[src/rtl/load_store_unit.sv]
// load_store_unit: RV32 load/store initiator for a registered, word-wide data memory.
// Accepts one request at a time, issues byte-strobed word accesses (two when the
// access crosses a word boundary) and returns sign/zero-extended load data.
//
// Handshake: a request transfers on a cycle where REQ_VALID && REQ_READY are both high
// at the rising edge; REQ_READY is high only in IDLE, so requests never overlap.
// The response is a single-cycle RSP_VALID pulse carrying RSP_RDATA and RSP_ERR.
module load_store_unit #(
  parameter bit MISALIGN_EN = 1'b1
) (
  input  logic        CLK,
  input  logic        RST,
  input  logic        REQ_VALID,
  output logic        REQ_READY,
  input  logic        REQ_WE,
  input  logic [2:0]  REQ_FUNCT3,
  input  logic [31:0] REQ_ADDR,
  input  logic [31:0] REQ_WDATA,
  output logic        RSP_VALID,
  output logic [31:0] RSP_RDATA,
  output logic        RSP_ERR,
  output logic        MEM_EN,
  output logic        MEM_WE,
  output logic [3:0]  MEM_WSTRB,
  output logic [31:0] MEM_ADDR,
  output logic [31:0] MEM_WDATA,
  input  logic [31:0] MEM_RDATA,
  output logic [2:0]  DBG_STATE
);

  typedef enum logic [2:0] {
    S_IDLE = 3'd0,
    S_ACC0 = 3'd1,
    S_ACC1 = 3'd2,
    S_WAIT = 3'd3,
    S_RESP = 3'd4
  } state_t;

  // Access size in bytes from funct3[1:0]; 11 only occurs for illegal requests.
  function automatic logic [2:0] f_size(input logic [1:0] f);
    case (f)
      2'b00:   return 3'd1;
      2'b01:   return 3'd2;
      default: return 3'd4;
    endcase
  endfunction

  function automatic logic [3:0] f_mask(input logic [1:0] f);
    case (f)
      2'b00:   return 4'b0001;
      2'b01:   return 4'b0011;
      default: return 4'b1111;
    endcase
  endfunction

  // An access crosses into the next word when offset + size exceeds 4 bytes.
  function automatic logic f_split(input logic [1:0] off, input logic [1:0] f);
    return (({1'b0, off} + f_size(f)) > 3'd4);
  endfunction

  function automatic logic f_illegal(input logic we, input logic [2:0] f);
    if (we) return (f[2] || (f == 3'b011));
    else    return ((f == 3'b011) || (f == 3'b110) || (f == 3'b111));
  endfunction

  state_t      r_state;
  state_t      w_next;
  logic        r_we;
  logic [2:0]  r_funct3;
  logic [31:0] r_addr;
  logic [31:0] r_wdata;
  logic        r_err;
  logic [31:0] r_lo;
  logic [31:0] r_hi;

  logic        w_req_err;
  logic [1:0]  w_off;
  logic        w_split;
  logic [7:0]  w_smask;
  logic [63:0] w_sdata;
  logic [31:0] w_word_addr;
  logic [31:0] w_next_addr;
  logic [31:0] w_ld_word;
  logic [31:0] w_ld_data;

  assign w_req_err   = f_illegal(REQ_WE, REQ_FUNCT3) ||
                       (!MISALIGN_EN && f_split(REQ_ADDR[1:0], REQ_FUNCT3[1:0]));
  assign w_off       = r_addr[1:0];
  assign w_split     = f_split(w_off, r_funct3[1:0]);
  assign w_smask     = {4'b0000, f_mask(r_funct3[1:0])} << w_off;
  assign w_sdata     = {32'd0, r_wdata} << {w_off, 3'b000};
  assign w_word_addr = {r_addr[31:2], 2'b00};
  assign w_next_addr = w_word_addr + 32'd4;
  assign w_ld_word   = 32'({r_hi, r_lo} >> {w_off, 3'b000});
  assign DBG_STATE   = r_state;

  // Load result: select bytes by size, extend by funct3[2] (1 = unsigned).
  always_comb begin
    w_ld_data = w_ld_word;
    case (r_funct3[1:0])
      2'b00:   w_ld_data = {{24{w_ld_word[7] & ~r_funct3[2]}}, w_ld_word[7:0]};
      2'b01:   w_ld_data = {{16{w_ld_word[15] & ~r_funct3[2]}}, w_ld_word[15:0]};
      default: w_ld_data = w_ld_word;
    endcase
  end

  // Next-state and output decode; every output defaults to its idle value.
  always_comb begin
    w_next    = r_state;
    REQ_READY = 1'b0;
    RSP_VALID = 1'b0;
    RSP_ERR   = 1'b0;
    RSP_RDATA = 32'd0;
    MEM_EN    = 1'b0;
    MEM_WE    = 1'b0;
    MEM_WSTRB = 4'd0;
    MEM_ADDR  = 32'd0;
    MEM_WDATA = 32'd0;
    case (r_state)
      S_IDLE: begin
        REQ_READY = 1'b1;
        if (REQ_VALID) w_next = w_req_err ? S_RESP : S_ACC0;
      end
      S_ACC0: begin
        MEM_EN   = 1'b1;
        MEM_ADDR = w_word_addr;
        if (r_we) begin
          MEM_WE    = 1'b1;
          MEM_WSTRB = w_smask[3:0];
          MEM_WDATA = w_sdata[31:0];
        end
        if (w_split)   w_next = S_ACC1;
        else if (r_we) w_next = S_RESP;
        else           w_next = S_WAIT;
      end
      S_ACC1: begin
        MEM_EN   = 1'b1;
        MEM_ADDR = w_next_addr;
        if (r_we) begin
          MEM_WE    = 1'b1;
          MEM_WSTRB = w_smask[7:4];
          MEM_WDATA = w_sdata[63:32];
        end
        w_next = r_we ? S_RESP : S_WAIT;
      end
      S_WAIT: begin
        w_next = S_RESP;
      end
      S_RESP: begin
        RSP_VALID = 1'b1;
        RSP_ERR   = r_err;
        RSP_RDATA = (r_we || r_err) ? 32'd0 : w_ld_data;
        w_next    = S_IDLE;
      end
      default: w_next = S_IDLE;
    endcase
  end

  // State register, request capture and read-word capture.
  always_ff @(posedge CLK) begin
    if (RST) begin
      r_state  <= S_IDLE;
      r_we     <= 1'b0;
      r_funct3 <= 3'd0;
      r_addr   <= 32'd0;
      r_wdata  <= 32'd0;
      r_err    <= 1'b0;
      r_lo     <= 32'd0;
      r_hi     <= 32'd0;
    end else begin
      r_state <= w_next;
      if (r_state == S_IDLE && REQ_VALID) begin
        r_we     <= REQ_WE;
        r_funct3 <= REQ_FUNCT3;
        r_addr   <= REQ_ADDR;
        r_wdata  <= REQ_WDATA;
        r_err    <= w_req_err;
      end
      // In ACC1 the memory is returning the ACC0 word (lower address).
      if (r_state == S_ACC1 && !r_we) r_lo <= MEM_RDATA;
      // In WAIT the last-read word arrives: upper word if split, else the only word.
      if (r_state == S_WAIT) begin
        if (w_split) r_hi <= MEM_RDATA;
        else         r_lo <= MEM_RDATA;
      end
    end
  end

endmodule

[config.mk]
export PLATFORM = sky130hd
export DESIGN_NAME = load_store_unit
export DESIGN_NICKNAME = d
export VERILOG_FILES = /design/src/rtl/load_store_unit.sv
export SDC_FILE = /design/constraint.sdc
export NUM_CORES = 1
export LEC_CHECK = 0
export ABC_AREA = 1
export BUFFER_PORTS_ARGS = -buffer_cell sky130_fd_sc_hd__buf_2
export CORE_UTILIZATION = 49
export CTS_BUF_LIST = sky130_fd_sc_hd__clkbuf_16
export CTS_CLUSTER_DIAMETER = 120
export DETAILED_ROUTE_END_ITERATION = 7
export PLACE_DENSITY = 0.78
export SETUP_SLACK_MARGIN = 0.02
export SLEW_MARGIN = 20
export SYNTH_ARGS = -nofsm -noshare
export SYNTH_HDL_FRONTEND = slang
export SYNTH_SLANG_ARGS = --single-unit
[constraint.sdc]
create_clock -name CLK -period 2.3 [get_ports CLK]
set_input_delay 0.23 -clock CLK [delete_from_list [all_inputs] [get_ports CLK]]
set_output_delay 0.23 -clock CLK [all_outputs]
set_load 0.05 [all_outputs]
==> results.cfg, run 1 <==
[pwr]
peakVddDrop_mv = 0.593
swShare_pct = 37.7
switchingPower_mw = 2.82
p_leak_nw = 4.88
clkPwrFrac_pct = 33.8
p_comb_share_pct = 30.3
internal-power_mw = 4.65
p_seq_share_pct = 35.8
p_per_area_mw_per_mm2 = 707

[logic_synthesis]
synth_cell_types = 37
ys_warn_count = 0
syn_area_sq_mm = 0.00821
synthTopCellsByArea = dfxtp_1 31%, nand2_1 17%, o21ai_0 11%, a21oi_1 7.4%, nor2_1 7.2%
synth_seq_area_share_pct = 31.2
synth_seq_cells = 128
netlist.area_leader.share_pct = 31.2
synthCells = 1372
synth_largest_area_cell = dfxtp_1
avgSynthCellArea_sq_um = 5.98

[die]
design.die.area_sq_mm = 0.0173
start_util_pct = 50.9
die_y_um = 131
fp-row-count = 46
die_x_um = 131
boundaryPins = 211
core_sq_mm = 0.0161

[critical_path]
cpLargestDelayFamily = buffers and inverters
worstPathArrival_ns = 2.04
cp-end-kind = output port
critical_path_class = register to output port
crit_end = MEM_WDATA[27]
r2r_slack_ns = 0.15
critPathBufInv = 3
cp_max_fo = 10
crit_start = DBG_STATE[1]
crit_required_ns = 2.07
cp_num_cells = 7
startpoint_type = register
cpMaxStageDelayCell = dfxtp_1
rr_startpoint = r_funct3[1]
reg2reg_depth = 13
crit_chain = inv_2 -> nand3_2 -> nor2_4 -> buf_4 -> o21ai_0 -> a21oi_1 -> buf_2
reg2reg_to = r_hi[20]
critPathMaxStageDelay_ns = 0.36

[grt]
gr-usage-all-layers_pct = 32.6
grt_max_degree = 61
grt_first_pass_wirelength_um = 45100
grt_pass1_vias = 8684
antenna_found_initial = 1
grt_overflow = 0

[layout]
final_common_cell = nand2_1
layout-drive-gt1-share_pct = 23.8
final_area_sq_mm = 0.0106
fillers = 1502
nets = 1669
area_growth_pct = 28.7
mostFrequentLayoutCells = 362 x nand2_1, 155 x o21ai_0, 147 x buf_2, 144 x nor2_1, 134 x inv_1

[timing]
fin_ws_ns = 0.0317
finalCritPeriodShare_pct = 98.6
hold_ws_ns = 0.0425
min_period_ns = 2.27
final-max-slew-violation-count = 0
setup_viol = 0
worst_clock_skew_ns = 0.0103
rsz0062_at_grt = true
timing.fmax_mhz = 441
hold_viol = 0

[place]
place_area_sq_mm = 0.00945
dp_hpwl_um = 20700
gp_congestion = 1.00
portBuffers = 208
place_worst_setup_slack_ns = 0.142

[drt]
route.vias.total = 9974
dr.first_iter.drc_count = 1173
wl_per_cell_um = 16.3
vias_per_cell = 5.57
ant_nets = 0
finalWirelength_um = 29100
dr.pass1.iters = 5
drc = 0

[clocking]
cts_buffers = 17
insertion_delay_ns = 0.42
clk_pin_slew_ns = 0.06
cts_hold_buf = 0
cts_buffer_depth = 2
cts_tree = built
htreeDepth = 4
cts.sinks = 128
cts-root-buf = clkbuf_16

[status]
status = finished clean

[worst_hold_path]
min_delay_path_depth = 3
worst_hold_path_type = input port to register

[flow_run]
cap_violations = 0
-- repair_timing --
item / 4_1_cts / 5_1_grt
setup buffers: 0 / 5
pin swaps: 2 / 5
hold endpoints to repair: 0 / 0
gates resized for setup: 72 / 105
setup endpoints to repair: 57 / 100
cloned: 2 / 2
-- metrics by stage --
stage | total power, mW | cells | TNS, ns | utilization [%]
detailed placement | 4.74 | 1750 | 0 | 58.7
finish | 7.47 | 1790 | 0 | 65.6
floorplan | 4.17 | 1373 | -2.16 | -
CTS | 7.30 | 1782 | 0 | 63.4
global placement | 4.72 | 1750 | 0 | 58.7
global route | 7.80 | 1790 | -0.161 | 65.6
-- synthesized netlist by cell type, drive strengths merged --
master    n
fa        1
conb      1
clkbuf   19
a211oi    1
nand3   103
clkinv    1
inv     149
nor3      5
nand2   379
ha        3
a31oi     4
a22oi     4
xnor2     1
o211ai   10
o21ai   189
o221ai    2
nand4     6
a21oi   122
a32o      1
nor2    167
o22ai     8
buf      65
or2       3
dfxtp   128
-- tightest hold or removal path, stage by stage --
cell and delay, ns:
buf_2 0.07, a21oi_1 0.04, nor2_1 0.09
-- worst min-delay path by stage --
stage,from,to,slack [ns]
after detailed placement,r_wdata[13],r_wdata[13],0.45
after global routing,MEM_RDATA[25],r_lo[25],0.04
after CTS,MEM_RDATA[28],r_lo[28],0.02
after floorplan,MEM_RDATA[0],r_lo[0],0.36
after global placement,r_wdata[13],r_wdata[13],0.45
final,MEM_RDATA[30],r_lo[30],0.04
-- logic make-up (layout without fill, tap and decap cells) --
group,Yosys count,in the layout,synth area share [%]
AOI/OAI and AO/OA,341,341,21.6
xor gates and xnor gates,1,1,0.107
adders and majority gates,4,4,0.701
buffers and inverters,234,433,12.7
DFF,128,128,31.2
other,1,3,0.0457
and+or+nand+nor,663,664,33.7
-- cell type report --
class | instances | area (sq um) | share of cell area (%)
Clock inverter | 13 | 116 | 1.10
Antenna cell | 1 | 2.50 | 0.0237
Sequential cell | 128 | 2580 | 24.4
Clock buffer | 17 | 425 | 4.03
Inverter | 150 | 584 | 5.53
Multi-Input combinational cell | 1012 | 4810 | 45.5
Tap cell | 216 | 270 | 2.56
Timing Repair Buffer | 253 | 1780 | 16.8
-- registers in the layout, summed over array words and instances, names as in the netlist --
name and count:
r_we 1, r_hi 24, DBG_STATE 3, r_err 1, r_wdata 32, r_addr 32, r_lo 32, r_funct3 3
-- routing by layer --
layer	share of wire, %	vias up	wire [um]	GRT usage (%)
met5	0	-	0	0
met4	3.4	0	976	15.6
met3	9.2	69	2690	5.29
met2	46	594	13300	49.5
met1	42	4500	12100	44.9
li1	-	4811	-	-
-- power groups by stage --
stage / Combinational, mW / Sequential [mW] / Clock [mW]
floorplan: 1.52 / 2.65 / 0
global placement: 2.03 / 2.69 / 0
detailed placement: 2.05 / 2.69 / 0
CTS: 2.12 / 2.65 / 2.53
global route: 2.46 / 2.70 / 2.64
finish: 2.27 / 2.68 / 2.53
Power figures use the tool's default switching activity.
==> run 2: changes to the inputs <==
- ABC_AREA: 1 -> default
- CORE_UTILIZATION: 49 -> 48
- PLACE_DENSITY: 0.78 -> 0.77
==> run 2 against run 1 <==
Against the previous run:
- the flow now finishes with violations (negative setup slack)
- clock-buffer cell count is 1 higher
- flip-flop and latch count did not move
- final cell count down 18%
- core utilization up 17 points
- non-clock buffer count grew 71
- register-to-register slack lost 0.46 ns
- via count decreased by 3.3%
- sequential power down 6%
- clock skew is 0.0047 ns lower
- power is 1.0% lower
- first-iteration DRC count rose by 14%
- highest routed layer unchanged
==> results.cfg, run 2 <==
[place]
place_worst_setup_slack_ns = 0.0244
gp_congestion = 0.881
dp_cells = 1394
place_area_sq_mm = 0.00980
portBuffers = 208
dp_hpwl_um = 16300

[pwr]
fin_total_pwr_mw = 7.40
swShare_pct = 32.3
p_per_area_mw_per_mm2 = 588
p_seq_share_pct = 34.2
p_comb_share_pct = 24.0
peakVddDrop_mv = 0.640
p_leak_nw = 4.84
switchingPower_mw = 2.39
clkPwrFrac_pct = 41.7
internal-power_mw = 5.00

[layout]
nets = 1356
layout-drive-gt1-share_pct = 48.9
area_growth_pct = 66.5
final_area_sq_mm = 0.0126
final_util_pct = 82.5
mostFrequentLayoutCells = 230 x nand2_1, 119 x buf_2, 108 x dfxtp_1, 92 x a21oi_1, 86 x buf_6
final_common_cell = nand2_1
reg_top3 = r_addr x32, r_lo x32, r_wdata x32
final_cells = 1476

[logic_synthesis]
netlist.area_leader.share_pct = 33.9
synth_seq_area_share_pct = 33.9
synth_largest_area_cell = dfxtp_1
ys_warn_count = 0
synthTopCellsByArea = dfxtp_1 34%, nand2_1 13%, a21oi_1 10%, mux4_2 8.6%, mux2i_1 7.8%
synthCells = 989
synth_commonest_cells = 265 x nand2_1, 153 x a21oi_1, 128 x dfxtp_1
avgSynthCellArea_sq_um = 7.64
yosysMostFrequentCell = nand2_1
synth_cell_types = 52
syn_area_sq_mm = 0.00756
ys_async_sr_fraction_pct = 0
synth_edf_count = 0
synth_seq_cells = 128
synth_ff_type = dfxtp_1

[die]
die_y_um = 127
fp-row-count = 45
design.die.area_sq_mm = 0.0163
boundaryPins = 211
start_util_pct = 49.5
die_x_um = 127
core_sq_mm = 0.0153

[timing]
final-max-slew-violation-count = 0
worst_clock_skew_ns = 0.00562
setup_viol = 104
hold_viol = 0
fin_ws_ns = -0.307
rsz0062_at_grt = true
min_period_ns = 2.61
finalSetupTns_ns = -15.25
hold_ws_ns = 0.0260
finalCritPeriodShare_pct = 113
timing.fmax_mhz = 384

[critical_path]
cp_max_fo = 6
critPathMaxStageDelay_ns = 0.38
cpLargestDelayFamily = simple AND/OR/NAND/NOR gates
critical_path_class = register to register
cpMaxStageDelayCell = and4b_4
cp-end-kind = register
crit_chain = or2_4 -> inv_4 -> ha_4 -> inv_2 -> fa_2 -> xor2_2 -> a21oi_2 -> and4b_4 -> clkbuf_16 -> mux2i_1 -> nor2_1
crit_required_ns = 2.60
critPathBufInv = 3
startpoint_type = register
worstPathArrival_ns = 2.91

[clocking]
cts_buffers = 17
cts_hold_buf = 0
insertion_delay_ns = 0.43
cts_tree = built
htreeDepth = 4
cts-root-buf = clkbuf_16
clk_pin_slew_ns = 0.06
cts.sinks = 128
cts_buffer_depth = 2

[grt]
grt_first_pass_wirelength_um = 43100
grt_pass1_vias = 8109
antenna_found_initial = 3
grt_overflow = 0
grt_max_degree = 67
gr-usage-all-layers_pct = 34.1

[drt]
ant_nets = 0
route.vias.total = 9645
vias_per_cell = 6.53
dr.pass1.iters = 8
dr.first_iter.drc_count = 1336
finalWirelength_um = 35000
wl_per_cell_um = 23.7
drc = 0

[flow_run]
cap_violations = 0

[status]
status = complete, but fails checks
violations = negative setup slack

[worst_hold_path]
worst_hold_path_type = input port to register
## run 2: per-layer routing
layer	vias up	routed length (um)	global-route usage, %
met5	-	0	0
met4	0	2200	14.8
met3	243	4280	7.75
met2	912	16400	56.3
met1	4506	12100	42.8
li1	3984	-	-
## run 2: final cells by class
class                      count  area [sq um]
multi-input combinational    769          6010
timing repair buffer         324          3010
fill                         739          2670
sequential                   128          2610
clock buffer                  18           450
tap                          211           264
clock inverter                13           211
inverter                       9          36.3
antenna                        4          10.0
## run 2: repair_timing
action / CTS / global route
cloned: 6 / 10
pin swaps: 28 / 70
buffers inserted: 15 / 17
endpoints found under the setup margin: 103 / 153
resized for setup: 213 / 221
## run 2: cells by family after synthesis
kind of cell             count (synthesis)  synth area share [%]
AO/OA/AOI/OAI                          252                  18.4
XOR/XNOR                                 4                 0.464
adder cells (fa/ha/maj)                  4                 0.761
buffers and inverters                   93                  5.35
flip-flops                             128                  33.9
multiplexers                            92                  17.0
other                                    1                0.0496
AND/OR/NAND/NOR                        415                  24.0
## run 2: worst reg2reg max path: stages, from the launching register on
cell and delay, ns:
dfxtp_2 0.33, or2_4 0.25, inv_4 0.07, ha_4 0.12
inv_2 0.03, fa_2 0.34, xor2_2 0.16, a21oi_2 0.18
and4b_4 0.38, clkbuf_16 0.21, mux2i_1 0.32, nor2_1 0.09
## run 2: power groups by stage
stage | registers, mW | logic (mW) | clock network (mW)
after global routing | 2.53 | 1.85 | 3.20
after detailed placement | 2.53 | 1.34 | 0
after global placement | 2.53 | 1.32 | 0
after floorplan | 2.52 | 0.919 | 0
after CTS | 2.49 | 1.48 | 3.06
final | 2.53 | 1.78 | 3.09
## run 2: worst paths after layout
check,from,endpoint,slack (ns),depth (start not counted)
setup reg to reg,r_funct3[1],r_hi[16],-0.31,11
hold reg to reg,r_lo[0],r_lo[0],0.48,2
setup / recovery,r_funct3[1],r_hi[16],-0.31,11
hold / removal,REQ_ADDR[12],r_addr[12],0.03,3
==> run 3: changes to the inputs <==
- CTS_BUF_LIST: sky130_fd_sc_hd__clkbuf_16 -> default
==> run 3 against run 2 <==
Against the previous run:
- the flow still finishes with violations (negative setup slack)
- sequential power is essentially flat
- die area unchanged
- final area is the same
- power barely moved
- worst setup slack lost 0.0040 ns
- clock skew is essentially flat
- combinational power is essentially flat
- first-iteration DRC count grew 1.0%
- final cell count did not move
- global-route usage unchanged
- clock power barely moved
- critical path type is now register to output port
==> results.cfg, run 3 (same netlist as run 2, synthesis figures left out) <==
[status]
status = complete, but fails checks
violations = negative setup slack

[layout]
layout-drive-gt1-share_pct = 48.9
mostFrequentLayoutCells = 230 x nand2_1, 119 x buf_2, 108 x dfxtp_1, 92 x a21oi_1, 86 x buf_6
fillers = 739
final_common_cell = nand2_1
reg_top3 = r_addr x32, r_lo x32, r_wdata x32
final_area_sq_mm = 0.0126
area_growth_pct = 66.5
final_util_pct = 82.5
nets = 1356

[pwr]
p_leak_nw = 4.84
p_per_area_mw_per_mm2 = 588
peakVddDrop_mv = 0.642
fin_total_pwr_mw = 7.40

[place]
gp_congestion = 0.881
place_area_sq_mm = 0.00980
portBuffers = 208
dp_hpwl_um = 16300

[drt]
ant_nets = 0
vias_per_cell = 6.54
dr.pass1.iters = 6
finalWirelength_um = 35000
drc = 0
route.vias.total = 9650
wl_per_cell_um = 23.7
dr.first_iter.drc_count = 1350

[critical_path]
startpoint_type = register
reg2reg_depth = 11
reg2reg_to = r_hi[16]
r2r_slack_ns = -0.30
crit_required_ns = 2.07
critical_path_class = register to output port
cp_max_fo = 15
worstPathArrival_ns = 2.38
rr_startpoint = r_funct3[1]
cp-end-kind = output port

[die]
die_x_um = 127
start_util_pct = 49.5
design.die.area_sq_mm = 0.0163
fp-row-count = 45
core_sq_mm = 0.0153
die_y_um = 127
boundaryPins = 211

[timing]
fin_ws_ns = -0.311
hold_ws_ns = 0.0245
hold_viol = 0
finalSetupTns_ns = -16.37
worst_clock_skew_ns = 0.00607
min_period_ns = 2.61
final-max-slew-violation-count = 0
timing.fmax_mhz = 383
setup_viol = 104
rsz0062_at_grt = true
finalCritPeriodShare_pct = 114

[clocking]
cts-root-buf = clkbuf_16
insertion_delay_ns = 0.43
cts_tree = built
cts_buffers = 17
clk_pin_slew_ns = 0.06
cts.sinks = 128
htreeDepth = 4
cts_buffer_depth = 2

[flow_run]
cap_violations = 0

[grt]
gr-usage-all-layers_pct = 34.1
grt_pass1_vias = 8109
antenna_found_initial = 3
grt_overflow = 0
grt_first_pass_wirelength_um = 43100
grt_max_degree = 67

[worst_hold_path]
hold_path_end = r_addr[3]
min_delay_path_depth = 3
worst_hold_path_type = input port to register
hp-start = REQ_ADDR[3]
run 3: worst max-delay path by stage:
stage,startpoint,end,depth (start not counted)
CTS,r_addr[2],MEM_ADDR[30],7
global placement,r_addr[3],MEM_ADDR[30],7
global route,r_addr[3],MEM_ADDR[20],8
finish,r_addr[1],RSP_RDATA[26],8
detailed placement,r_funct3[0],r_hi[13],11
floorplan,DBG_STATE[1],MEM_WDATA[17],5
run 3: layer usage:
| metal | up-vias | share of wire (%) | wire, um | global-route usage [%] |
|---|---|---|---|---|
| li1 | 3984 | - | - | - |
| met1 | 4510 | 35 | 12200 | 42.8 |
| met2 | 914 | 46 | 16300 | 56.3 |
| met3 | 242 | 12 | 4310 | 7.75 |
| met4 | 0 | 6.5 | 2270 | 14.8 |
| met5 | - | 0 | 0 | 0 |
run 3: power breakdown:
part	leakage, nW	switching [mW]	internal, mW
logic	3.48	1.11	0.672
clock network	0.311	1.10	1.99
registers	1.05	0.182	2.35
total	4.84	2.39	5.01
run 3: area by class of cell:
| cell class | instances | area, sq um | share of cell area [%] |
|---|---|---|---|
| diodes | 4 | 10.0 | 0.0795 |
| clock buffers | 19 | 454 | 3.61 |
| clock inverters | 12 | 208 | 1.65 |
| inverters | 9 | 36.3 | 0.288 |
| multi-input cells | 769 | 6010 | 47.7 |
| flip-flops and latches | 128 | 2610 | 20.7 |
| well taps | 211 | 264 | 2.10 |
| repair buffers | 324 | 3010 | 23.9 |
run 3: worst max-delay path, cell delays in order, from the launching register on:
cell     delay, ns
dfxtp_4       0.41
buf_6         0.22
mux2i_1       0.34
mux2i_1       0.16
nand3_1       0.16
and2_4        0.22
buf_12        0.18
a21oi_4       0.08
buf_8         0.16
run 3: metrics by stage:
| stage | instances | setup WS, ns |
|---|---|---|
| 6_report | 1476 | -0.311 |
| 5_1_grt | 1476 | -0.360 |
| 4_1_cts | 1446 | -0.204 |
| 3_5_place_dp | 1394 | 0.0244 |
| 3_3_place_gp | 1394 | 0.0542 |
| 2_1_floorplan | 990 | -0.248 |
run 3: what timing repair did:
action | in CTS | in global routing
endpoints found under the hold margin | 0 | 0
setup endpoints to repair | 103 | 153
resized for setup | 213 | 221
buffers inserted | 15 | 17
hold buffers | 0 | 0
pin swaps | 28 | 70
cloned | 6 | 10
